--- src/rtl/wb_arbiter_rr_pkg.sv ---
// Shared constants and state encoding for the round-robin Wishbone arbiter.
package wb_arb_pkg;

    localparam int WB_ADR_W = 32;
    localparam int WB_DAT_W = 32;
    localparam int WB_SEL_W = 4;

    localparam logic [2:0] CTI_CLASSIC = 3'b000;
    localparam logic [2:0] CTI_EOB     = 3'b111;

    typedef enum logic {
        IDLE  = 1'b0,
        OWNED = 1'b1
    } arb_state_e;

endpackage

--- src/rtl/wb_arbiter_rr_if.sv ---
// Bus bundle between NUM_MASTERS Wishbone requesters, the arbiter and the downstream mux.
// Modport slave is the arbiter's view; modport master is the surrounding system's view.
interface wb_arbiter_rr_if #(
    parameter int NUM_MASTERS = 2
);
    import wb_arb_pkg::*;

    logic [NUM_MASTERS*WB_ADR_W-1:0] wbm_adr_i;
    logic [NUM_MASTERS*WB_DAT_W-1:0] wbm_dat_i;
    logic [NUM_MASTERS*WB_SEL_W-1:0] wbm_sel_i;
    logic [NUM_MASTERS*3-1:0]        wbm_cti_i;
    logic [NUM_MASTERS*2-1:0]        wbm_bte_i;
    logic [NUM_MASTERS-1:0]          wbm_we_i;
    logic [NUM_MASTERS-1:0]          wbm_cyc_i;
    logic [NUM_MASTERS-1:0]          wbm_stb_i;
    logic [NUM_MASTERS*WB_DAT_W-1:0] wbm_dat_o;
    logic [NUM_MASTERS-1:0]          wbm_ack_o;
    logic [NUM_MASTERS-1:0]          wbm_err_o;
    logic [NUM_MASTERS-1:0]          wbm_rty_o;

    logic [WB_ADR_W-1:0]             wbs_adr_o;
    logic [WB_DAT_W-1:0]             wbs_dat_o;
    logic [WB_SEL_W-1:0]             wbs_sel_o;
    logic [2:0]                      wbs_cti_o;
    logic [1:0]                      wbs_bte_o;
    logic                            wbs_we_o;
    logic                            wbs_cyc_o;
    logic                            wbs_stb_o;
    logic [WB_DAT_W-1:0]             wbs_dat_i;
    logic                            wbs_ack_i;
    logic                            wbs_err_i;
    logic                            wbs_rty_i;

    logic [NUM_MASTERS-1:0]          arb_gnt_o;
    arb_state_e                      arb_state_o;

    // Handshake: a transfer beat completes on any clock edge where cyc and stb are high
    // and exactly one of ack/err/rty is returned; the granted master holds cyc for its burst.
    modport slave (
        input  wbm_adr_i, wbm_dat_i, wbm_sel_i, wbm_cti_i, wbm_bte_i,
        input  wbm_we_i, wbm_cyc_i, wbm_stb_i,
        output wbm_dat_o, wbm_ack_o, wbm_err_o, wbm_rty_o,
        output wbs_adr_o, wbs_dat_o, wbs_sel_o, wbs_cti_o, wbs_bte_o,
        output wbs_we_o, wbs_cyc_o, wbs_stb_o,
        input  wbs_dat_i, wbs_ack_i, wbs_err_i, wbs_rty_i,
        output arb_gnt_o, arb_state_o
    );

    modport master (
        output wbm_adr_i, wbm_dat_i, wbm_sel_i, wbm_cti_i, wbm_bte_i,
        output wbm_we_i, wbm_cyc_i, wbm_stb_i,
        input  wbm_dat_o, wbm_ack_o, wbm_err_o, wbm_rty_o,
        input  wbs_adr_o, wbs_dat_o, wbs_sel_o, wbs_cti_o, wbs_bte_o,
        input  wbs_we_o, wbs_cyc_o, wbs_stb_o,
        output wbs_dat_i, wbs_ack_i, wbs_err_i, wbs_rty_i,
        input  arb_gnt_o, arb_state_o
    );

endinterface

--- src/rtl/wb_arb_rr_pick.sv ---
// Combinational rotating-priority picker: the first requester after i_last (mod NM) wins.
module wb_arb_rr_pick
    import wb_arb_pkg::*;
#(
    parameter int NM = 2,
    parameter int IW = $clog2(NM)
) (
    input  logic [NM-1:0] i_req,
    input  logic [IW-1:0] i_last,
    output logic [NM-1:0] o_gnt,
    output logic [IW-1:0] o_idx,
    output logic          o_valid
);

    logic [IW-1:0] w_j;

    // Walk from lowest priority (i_last itself) to highest so the nearest requester lands last.
    always_comb begin
        o_gnt   = '0;
        o_idx   = '0;
        o_valid = 1'b0;
        w_j     = '0;
        for (int k = NM; k >= 1; k--) begin
            w_j = IW'((int'(i_last) + k) % NM);
            if (i_req[w_j]) begin
                o_gnt      = '0;
                o_gnt[w_j] = 1'b1;
                o_idx      = w_j;
                o_valid    = 1'b1;
            end
        end
    end

endmodule

--- src/rtl/wb_arbiter_rr.sv ---
// Round-robin Wishbone B4 arbiter holding the grant for a whole cyc; optional bus-hang
// watchdog enabled by defining WB_ARB_TIMEOUT_EN.
module wb_arbiter_rr
    import wb_arb_pkg::*;
#(
    parameter int NUM_MASTERS    = 2,
    parameter int TIMEOUT_CYCLES = 255
) (
    input  logic            wb_clk_i,
    input  logic            wb_rst_n_i,
    wb_arbiter_rr_if.slave  bus
);

    localparam int NM = NUM_MASTERS;
    localparam int IW = $clog2(NM);

    arb_state_e    r_state;
    logic [NM-1:0] r_gnt;
    logic [IW-1:0] r_idx;
    logic [IW-1:0] r_last;

    arb_state_e    w_state_nxt;
    logic [NM-1:0] w_gnt_nxt;
    logic [IW-1:0] w_idx_nxt;
    logic [IW-1:0] w_last_nxt;

    logic [NM-1:0] w_pick_gnt;
    logic [IW-1:0] w_pick_idx;
    logic          w_pick_valid;
    logic [IW-1:0] w_pick_last;

    logic          w_owned;
    logic          w_cyc_g;
    logic          w_stb_g;
    logic          w_fire;
    logic          w_kill;

    logic [NM-1:0][WB_ADR_W-1:0] w_adr_v;
    logic [NM-1:0][WB_DAT_W-1:0] w_dat_v;
    logic [NM-1:0][WB_SEL_W-1:0] w_sel_v;
    logic [NM-1:0][2:0]          w_cti_v;
    logic [NM-1:0][1:0]          w_bte_v;
    logic [NM-1:0][WB_DAT_W-1:0] w_mdat;
    logic [NM-1:0]               w_mack;
    logic [NM-1:0]               w_merr;
    logic [NM-1:0]               w_mrty;

    logic [WB_ADR_W-1:0] w_s_adr;
    logic [WB_DAT_W-1:0] w_s_dat;
    logic [WB_SEL_W-1:0] w_s_sel;
    logic [2:0]          w_s_cti;
    logic [1:0]          w_s_bte;
    logic                w_s_we;
    logic                w_s_cyc;
    logic                w_s_stb;

    assign w_adr_v = bus.wbm_adr_i;
    assign w_dat_v = bus.wbm_dat_i;
    assign w_sel_v = bus.wbm_sel_i;
    assign w_cti_v = bus.wbm_cti_i;
    assign w_bte_v = bus.wbm_bte_i;

    assign w_owned = (r_state == OWNED);
    assign w_cyc_g = bus.wbm_cyc_i[r_idx];
    assign w_stb_g = bus.wbm_stb_i[r_idx];

    // While owned the picker is only consulted at release, when the owner is the reference.
    assign w_pick_last = w_owned ? r_idx : r_last;

    wb_arb_rr_pick #(
        .NM (NM),
        .IW (IW)
    ) u_pick (
        .i_req   (bus.wbm_cyc_i),
        .i_last  (w_pick_last),
        .o_gnt   (w_pick_gnt),
        .o_idx   (w_pick_idx),
        .o_valid (w_pick_valid)
    );

    always_ff @(posedge wb_clk_i or negedge wb_rst_n_i) begin
        if (!wb_rst_n_i) begin
            r_state <= IDLE;
            r_gnt   <= '0;
            r_idx   <= '0;
            r_last  <= IW'(NM - 1);
        end else begin
            r_state <= w_state_nxt;
            r_gnt   <= w_gnt_nxt;
            r_idx   <= w_idx_nxt;
            r_last  <= w_last_nxt;
        end
    end

    always_comb begin
        w_state_nxt = r_state;
        w_gnt_nxt   = r_gnt;
        w_idx_nxt   = r_idx;
        w_last_nxt  = r_last;
        case (r_state)
            IDLE: begin
                if (w_pick_valid) begin
                    w_state_nxt = OWNED;
                    w_gnt_nxt   = w_pick_gnt;
                    w_idx_nxt   = w_pick_idx;
                end
            end
            OWNED: begin
                if (!w_cyc_g) begin
                    w_last_nxt = r_idx;
                    if (w_pick_valid) begin
                        w_gnt_nxt = w_pick_gnt;
                        w_idx_nxt = w_pick_idx;
                    end else begin
                        w_state_nxt = IDLE;
                        w_gnt_nxt   = '0;
                    end
                end
            end
            default: begin
                w_state_nxt = IDLE;
                w_gnt_nxt   = '0;
            end
        endcase
    end

`ifdef WB_ARB_TIMEOUT_EN
    localparam int            CW      = $clog2(TIMEOUT_CYCLES + 1);
    localparam logic [CW-1:0] TO_LAST = CW'(TIMEOUT_CYCLES - 1);

    logic [CW-1:0] r_to_cnt;
    logic          r_to_kill;
    logic          w_resp;

    assign w_resp = bus.wbs_ack_i | bus.wbs_err_i | bus.wbs_rty_i;
    // The TIMEOUT_CYCLES-th stalled cycle fires the error and cuts the slave off at once.
    assign w_fire = w_owned & w_cyc_g & w_stb_g & ~r_to_kill & (r_to_cnt == TO_LAST);
    assign w_kill = r_to_kill | w_fire;

    always_ff @(posedge wb_clk_i or negedge wb_rst_n_i) begin
        if (!wb_rst_n_i) begin
            r_to_cnt  <= '0;
            r_to_kill <= 1'b0;
        end else begin
            if (!w_owned || !w_cyc_g || !w_stb_g || w_resp || w_kill) begin
                r_to_cnt <= '0;
            end else begin
                r_to_cnt <= r_to_cnt + CW'(1);
            end
            if (!w_owned || !w_cyc_g) begin
                r_to_kill <= 1'b0;
            end else if (w_fire) begin
                r_to_kill <= 1'b1;
            end
        end
    end
`else
    assign w_fire = 1'b0;
    assign w_kill = 1'b0;
`endif

    always_comb begin
        w_s_adr = '0;
        w_s_dat = '0;
        w_s_sel = '0;
        w_s_cti = '0;
        w_s_bte = '0;
        w_s_we  = 1'b0;
        w_s_cyc = 1'b0;
        w_s_stb = 1'b0;
        w_mdat  = '0;
        w_mack  = '0;
        w_merr  = '0;
        w_mrty  = '0;
        if (w_owned) begin
            w_s_adr = w_adr_v[r_idx];
            w_s_dat = w_dat_v[r_idx];
            w_s_sel = w_sel_v[r_idx];
            w_s_cti = w_cti_v[r_idx];
            w_s_bte = w_bte_v[r_idx];
            w_s_we  = bus.wbm_we_i[r_idx];
            w_s_cyc = w_cyc_g & ~w_kill;
            w_s_stb = w_stb_g & ~w_kill;
            w_mdat[r_idx] = bus.wbs_dat_i;
            w_mack[r_idx] = bus.wbs_ack_i & ~w_kill;
            w_merr[r_idx] = (bus.wbs_err_i & ~w_kill) | w_fire;
            w_mrty[r_idx] = bus.wbs_rty_i & ~w_kill;
        end
    end

    assign bus.wbs_adr_o   = w_s_adr;
    assign bus.wbs_dat_o   = w_s_dat;
    assign bus.wbs_sel_o   = w_s_sel;
    assign bus.wbs_cti_o   = w_s_cti;
    assign bus.wbs_bte_o   = w_s_bte;
    assign bus.wbs_we_o    = w_s_we;
    assign bus.wbs_cyc_o   = w_s_cyc;
    assign bus.wbs_stb_o   = w_s_stb;
    assign bus.wbm_dat_o   = w_mdat;
    assign bus.wbm_ack_o   = w_mack;
    assign bus.wbm_err_o   = w_merr;
    assign bus.wbm_rty_o   = w_mrty;
    assign bus.arb_gnt_o   = r_gnt;
    assign bus.arb_state_o = r_state;

endmodule

--- src/flat_wrapper.sv ---
// flat-port wrapper written by rule: the top's interface ports become plain ports
module wb_arbiter_rr_flat import wb_arb_pkg::*;
#(
    parameter int NUM_MASTERS    = 2,
    parameter int TIMEOUT_CYCLES = 255
)
  (wb_clk_i, wb_rst_n_i, bus_wbm_adr_i, bus_wbm_dat_i, bus_wbm_sel_i, bus_wbm_cti_i, bus_wbm_bte_i, bus_wbm_we_i, bus_wbm_cyc_i, bus_wbm_stb_i, bus_wbm_dat_o, bus_wbm_ack_o, bus_wbm_err_o, bus_wbm_rty_o, bus_wbs_adr_o, bus_wbs_dat_o, bus_wbs_sel_o, bus_wbs_cti_o, bus_wbs_bte_o, bus_wbs_we_o, bus_wbs_cyc_o, bus_wbs_stb_o, bus_wbs_dat_i, bus_wbs_ack_i, bus_wbs_err_i, bus_wbs_rty_i, bus_arb_gnt_o, bus_arb_state_o);
  wb_arbiter_rr_if #(.NUM_MASTERS(NUM_MASTERS)) bus_i ();
  input  logic wb_clk_i;
  input  logic wb_rst_n_i;
  input wire logic [$bits(bus_i.wbm_adr_i)-1:0] bus_wbm_adr_i;
  input wire logic [$bits(bus_i.wbm_dat_i)-1:0] bus_wbm_dat_i;
  input wire logic [$bits(bus_i.wbm_sel_i)-1:0] bus_wbm_sel_i;
  input wire logic [$bits(bus_i.wbm_cti_i)-1:0] bus_wbm_cti_i;
  input wire logic [$bits(bus_i.wbm_bte_i)-1:0] bus_wbm_bte_i;
  input wire logic [$bits(bus_i.wbm_we_i)-1:0] bus_wbm_we_i;
  input wire logic [$bits(bus_i.wbm_cyc_i)-1:0] bus_wbm_cyc_i;
  input wire logic [$bits(bus_i.wbm_stb_i)-1:0] bus_wbm_stb_i;
  output wire logic [$bits(bus_i.wbm_dat_o)-1:0] bus_wbm_dat_o;
  output wire logic [$bits(bus_i.wbm_ack_o)-1:0] bus_wbm_ack_o;
  output wire logic [$bits(bus_i.wbm_err_o)-1:0] bus_wbm_err_o;
  output wire logic [$bits(bus_i.wbm_rty_o)-1:0] bus_wbm_rty_o;
  output wire logic [$bits(bus_i.wbs_adr_o)-1:0] bus_wbs_adr_o;
  output wire logic [$bits(bus_i.wbs_dat_o)-1:0] bus_wbs_dat_o;
  output wire logic [$bits(bus_i.wbs_sel_o)-1:0] bus_wbs_sel_o;
  output wire logic [$bits(bus_i.wbs_cti_o)-1:0] bus_wbs_cti_o;
  output wire logic [$bits(bus_i.wbs_bte_o)-1:0] bus_wbs_bte_o;
  output wire logic [$bits(bus_i.wbs_we_o)-1:0] bus_wbs_we_o;
  output wire logic [$bits(bus_i.wbs_cyc_o)-1:0] bus_wbs_cyc_o;
  output wire logic [$bits(bus_i.wbs_stb_o)-1:0] bus_wbs_stb_o;
  input wire logic [$bits(bus_i.wbs_dat_i)-1:0] bus_wbs_dat_i;
  input wire logic [$bits(bus_i.wbs_ack_i)-1:0] bus_wbs_ack_i;
  input wire logic [$bits(bus_i.wbs_err_i)-1:0] bus_wbs_err_i;
  input wire logic [$bits(bus_i.wbs_rty_i)-1:0] bus_wbs_rty_i;
  output wire logic [$bits(bus_i.arb_gnt_o)-1:0] bus_arb_gnt_o;
  output wire logic [$bits(bus_i.arb_state_o)-1:0] bus_arb_state_o;
  assign bus_i.wbm_adr_i = bus_wbm_adr_i;
  assign bus_i.wbm_dat_i = bus_wbm_dat_i;
  assign bus_i.wbm_sel_i = bus_wbm_sel_i;
  assign bus_i.wbm_cti_i = bus_wbm_cti_i;
  assign bus_i.wbm_bte_i = bus_wbm_bte_i;
  assign bus_i.wbm_we_i = bus_wbm_we_i;
  assign bus_i.wbm_cyc_i = bus_wbm_cyc_i;
  assign bus_i.wbm_stb_i = bus_wbm_stb_i;
  assign bus_wbm_dat_o = bus_i.wbm_dat_o;
  assign bus_wbm_ack_o = bus_i.wbm_ack_o;
  assign bus_wbm_err_o = bus_i.wbm_err_o;
  assign bus_wbm_rty_o = bus_i.wbm_rty_o;
  assign bus_wbs_adr_o = bus_i.wbs_adr_o;
  assign bus_wbs_dat_o = bus_i.wbs_dat_o;
  assign bus_wbs_sel_o = bus_i.wbs_sel_o;
  assign bus_wbs_cti_o = bus_i.wbs_cti_o;
  assign bus_wbs_bte_o = bus_i.wbs_bte_o;
  assign bus_wbs_we_o = bus_i.wbs_we_o;
  assign bus_wbs_cyc_o = bus_i.wbs_cyc_o;
  assign bus_wbs_stb_o = bus_i.wbs_stb_o;
  assign bus_i.wbs_dat_i = bus_wbs_dat_i;
  assign bus_i.wbs_ack_i = bus_wbs_ack_i;
  assign bus_i.wbs_err_i = bus_wbs_err_i;
  assign bus_i.wbs_rty_i = bus_wbs_rty_i;
  assign bus_arb_gnt_o = bus_i.arb_gnt_o;
  assign bus_arb_state_o = bus_i.arb_state_o;
  wb_arbiter_rr #(.NUM_MASTERS(NUM_MASTERS), .TIMEOUT_CYCLES(TIMEOUT_CYCLES)) u_core (.wb_clk_i(wb_clk_i), .wb_rst_n_i(wb_rst_n_i), .bus(bus_i));
endmodule
--- config.mk ---
export PLATFORM = sky130hd
export DESIGN_NAME = wb_arbiter_rr_flat
export DESIGN_NICKNAME = d
export VERILOG_FILES = /design/src/rtl/wb_arbiter_rr_pkg.sv /design/src/rtl/wb_arbiter_rr_if.sv /design/src/rtl/wb_arb_rr_pick.sv /design/src/rtl/wb_arbiter_rr.sv /design/src/flat_wrapper.sv
export SDC_FILE = /design/constraint.sdc
export NUM_CORES = 1
export LEC_CHECK = 0
export ABC_AREA = 0
export ABC_CLOCK_PERIOD_IN_PS = 1500
export CAP_MARGIN = 5
export CORE_AREA = 3 3 132 134
export DETAILED_ROUTE_END_ITERATION = 12
export DIE_AREA = 0 0 135 137
export GPL_TIMING_DRIVEN = 1
export PLACE_DENSITY = 0.6
export SLEW_MARGIN = 20
export SYNTH_ARGS = -nofsm -noshare
export SYNTH_HDL_FRONTEND = slang
export SYNTH_SLANG_ARGS = --single-unit
--- constraint.sdc ---
create_clock -name wb_clk_i -period 1.5 [get_ports wb_clk_i]
set_clock_uncertainty 0.2 [all_clocks]
set_input_delay 0.15 -clock wb_clk_i [delete_from_list [all_inputs] [get_ports wb_clk_i]]
set_output_delay 0.15 -clock wb_clk_i [all_outputs]
set_load 0.1 [all_outputs]
Word-level counts from Yosys, hierarchy flattened. Index checks and enable logic that the tools add are counted. Widths: inputs -> output; s select.

Output and inout port bits: 149. Register bits after elaboration: 5.

Add/sub/neg operators: 2. Bitwise operators: 6. Order comparisons: 6. Equality and inequality tests: 2. Mux-type cells: 57. Reductions and logical operators: 5.

Operator list (number): $mux 32 (7); $and 64x64->64 (1); $mux 64 (1); $demux 32 s1 (1); $mux 1 (25); $mux 2 (11); $mux 4 (3); $mux 3 (3); $and 2x2->2 (3); $lt 1x2->1 const B (3); $ne 2x2->1 const B (2); $pmux 1 s2 (2); $pmux 2 s2 (1); $reduce_and 2->1 (2); $demux 1 s1 (3); $ge 1x1->1 const B (3); $logic_and 1x1->1 (3); $add 1x1->1 const B (2); $not 1->1 (2).

Logic depth before layout (Yosys ltp).
Depth in word-level cells: 11. Mapped depth: 5.

Modules after synthesis. A second synthesis with hierarchy kept.

Cell total of the unflattened synthesis: 281. Area, all modules: 2119.5 um2.

Modules (own cells, without submodules): wb_arbiter_rr (times used 1, area each 2087.0 um2, cells each 276); wb_arb_rr_pick (times used 1, area each 32.5 um2, cells each 5).

Worst setup path before layout. No wires, ideal clock.

Kind: register to output. From: register u_core.r_state, in the netlist u_core.bus.arb_state_o. To: output bus_wbs_cyc_o. Required time: 1.150 ns. Cell stages (with the launch flop): 4. Setup slack: -1.643 ns. Buffers on the path: 1. Arrival: 2.793 ns. Path through: dfrtp_1 -> inv_2 -> buf_2 -> a21oi_1.

Word-level cells in the longest chain between the ends: 1.

Ends and longest elaborated chain: from (decl) (RTL line wb_arbiter_rr.sv:17) `arb_state_e r_state;`; from (signal assigned) (RTL line wb_arbiter_rr.sv:88) `r_state <= w_state_nxt;`; $mux 1 (RTL line wb_arbiter_rr.sv:175) `if (w_owned) begin`; to (decl) (RTL line flat_wrapper.sv:29) `output wire logic [$bits(bus_i.wbs_cyc_o)-1:0] bus_wbs_cyc_o;`.

Every way passes these cells.

Final worst setup path.
From: register u_core.r_idx. To: output bus_wbs_dat_o[28].

Word-level cells in the longest chain between the ends: 3.

Ends and longest elaborated chain: from (decl) (RTL line wb_arbiter_rr.sv:19) `logic [IW-1:0] r_idx;`; from (signal assigned) (RTL line wb_arbiter_rr.sv:90) `r_idx <= w_idx_nxt;`; $mux 32 (not written as such) (2 in series) (RTL line wb_arbiter_rr.sv:177) `w_s_dat = w_dat_v[r_idx];`; $mux 32 (RTL line wb_arbiter_rr.sv:175); to (decl) (RTL line flat_wrapper.sv:24) `output wire logic [$bits(bus_i.wbs_dat_o)-1:0] bus_wbs_dat_o;`.

Every way passes these cells. The select of a mux whose other input is x is not followed.

==> results.json <==
{
  "outcome": "finished with violations",
  "violations": "setup timing",
  "synth_top_cell_area_share": 0.380,
  "netlist_area_sq_um": 1970,
  "hp-class": "reg2reg",
  "ys_top_cells_by_count": "mux2i_1, nor2_1, and3_1, buf_2, clkbuf_1",
  "cp_slowest_stage_delay_ns": 0.50,
  "io_pins": 338,
  "cts_buffer_depth": 2,
  "place.gp.congestion": 0.759,
  "portBuffers": 337,
  "avgViaCountPerCell": 4.24,
  "max_freq_ghz": 0.523,
  "drt-initial-drc-count": 44,
  "syn_inst": 282,
  "grt_max_degree": 36,
  "initial_core_util": 0.120,
  "synthFlopType": "dfrtp_1",
  "worstPathMaxFanout": 13,
  "cellLeakagePower_nw": 3.46,
  "dp.cells": 829,
  "final_nets": 824,
  "power_density_nw_per_um2": 903,
  "ys_types": 23,
  "worstSetupEndpointType": "primary output",
  "startpoint_type": "flip-flop",
  "slew_viol_final": 0,
  "rows": 47,
  "fp.dieW_microns": 135,
  "cap_viol_max_count": 0,
  "cts_max_level": 1,
  "crit_chain": "buf_6, buf_16, mux2i_4, nor2_4, buf_12",
  "fin_crit_ns": 1.91,
  "cts.clk_slew.worst_paths_ns": 0.03,
  "rsz0062_at_grt": "yes",
  "synthToLayoutAreaGrowth_pct": 356,
  "grt_pass1_vias": 3888,
  "instances_no_fill": 854,
  "insertion_delay_ns": 0.23,
  "r2r_start": "u_core.r_idx",
  "wl_met1_mm": 5.63,
  "cp-startpoint": "u_core.r_idx",
  "synth_area_leaders": "mux2i_1, and3_1, nor2_1",
  "final_hold_viol_count": 0,
  "drtAntennaViolNets": 0,
  "cts_buffers": 3,
  "dpl_worst_slack_ns": -0.259,
  "fp.dieH_microns": 137,
  "slew_headroom": 0.829,
  "crit_arrival_ns": 1.56,
  "dr.pass1.iters": 4,
  "cp_slowest_cell": "dfrtp_4",
  "grt-ovfl-total": 0,
  "ys_ff_latch": 5,
  "vdd.ir_drop.worst_mv": 0.540,
  "syn_nets": 471,
  "antenna_found_initial": 0,
  "track_usage": 0.152,
  "routedWlPerCell_microns": 19.2,
  "diodes": 0,
  "cp.required_ns": 1.15,
  "synth_top_area_cell": "mux2i_1",
  "fin_util": 0.548,
  "fin_crit_sh": 1.27,
  "synth_edf_count": 0,
  "cts_tree": "yes",
  "core_sq_um": 16400,
  "grt_pass1_wl_mm": 22.0,
  "highest_layer": "met4",
  "yosysSeqAreaShare": 0.0640,
  "hpwlAfterDp_mm": 12.5,
  "drc": 0,
  "wirelength_mm": 16.4,
  "hp-start": "u_core.r_last",
  "tns_ns": -51.41,
  "finalSetupViolations": 148,
  "dieArea_sq_um": 18500,
  "wl_met3_mm": 1.32,
  "postSynthAreaPerCell_sq_um": 7.00,
  "drive_gt1_frac": 0.672,
  "worst_pin_slew_ns": 0.249,
  "yosys_warnings": 0,
  "vias": 3623,
  "whs_ns": 0.305,
  "cts-root-buf": "clkbuf_16",
  "worst_slack_ns": -0.412,
  "wl_met2_mm": 9.11,
  "worstSetupPathType": "reg2out",
  "async_flop_share": 1.00,
  "clock-sinks": 5
}
## final timing paths
check / depth (start not counted) / to / slack, ns
worst max-delay path: 5 / bus_wbs_dat_o[28] / -0.41
worst min-delay path: 2 / u_core.r_last / 0.30
worst max register to register: 5 / u_core.bus.arb_gnt_o[1] / -0.02
worst min register to register: 2 / u_core.r_last / 0.30
max in group asynchronous: 2 / u_core.r_last / 0.29
min in group asynchronous: 2 / u_core.r_idx / 0.54
## stage by stage
step	total power [mW]	area, sq um
global placement	6.99	7940
detailed placement	7.05	7940
floorplan	4.43	2830
CTS	7.65	8230
finish	8.12	9000
global route	8.36	9000
## state kept, by name, indices dropped and copies added (netlist names)
signal,flops
u_core.bus.arb_gnt_o,2
u_core.bus.arb_state_o,1
u_core.r_idx,1
u_core.r_last,1
## worst max-delay path: cells and delay by family (launching register included)
family                 cells  cell delay, ns
buffers and inverters      3            0.49
flip-flops                 1            0.50
AND/OR/NAND/NOR            1            0.12
multiplexers               1            0.20
## metal layers
layer  vias to the layer above  GRT usage
li1                       1695          -
met1                      1707      0.150
met2                       203      0.303
met3                        18     0.0419
met4                         0     0.0493
met5                         -          0
## report_power, final
part           internal, mW  leakage, nW  switching [mW]  total [mW]
registers             0.164       0.0554          0.0326       0.196
clock network         0.352       0.0382          0.0834       0.435
logic                  3.08         3.37            4.41        7.49
## cells in the final DEF (no fill, tap or decap)
master	count
buf_4	10
nand2b_4	1
mux2i_1	2
buf_16	4
a22oi_2	2
clkbuf_16	11
clkdlybuf4s50_1	188
nor2_4	75
and3_2	3
a21oi_4	1
nor2b_1	2
o21ai_0	4
nand2_1	2
a22o_1	2
clkbuf_1	1
dfstp_2	1
buf_12	156
dfrtp_4	2
o22ai_1	1
buf_6	12
o21ai_1	1
clkinv_8	1
or2_2	1
mux2i_4	11
dfrtp_1	2
a21o_1	1
nor2b_2	1
a21boi_0	1
buf_8	3
and3_4	67
nand2_2	1
inv_8	1
dlygate4sd3_1	1
mux2i_2	62
## cell type report
cell class,count,area [sq um]
inverters,2,27.5
flip-flops and latches,5,134
well taps,220,275
repair buffers,382,5580
clock buffers,4,78.8
multi-input cells,241,2900
fillers,1296,7410
## repair_timing
| action | in CTS | in global routing |
|---|---|---|
| hold endpoints to repair | 4 | 0 |
| pin swaps | 3 | 55 |
| buffers inserted | 0 | 7 |
| setup endpoints to repair | 147 | 149 |
| hold buffers | 1 | 0 |
| gates cloned | 1 | 12 |
| gates resized for setup | 42 | 115 |
## cell families after synthesis
kind of cell / count (synthesis) / share of synthesized area
and+or+nand+nor: 153 / 0.386
muxes: 75 / 0.380
buffers and inverters: 36 / 0.127
AOI/OAI and AO/OA: 13 / 0.0425
DFF: 5 / 0.0641
Power figures use the tool's default switching activity.
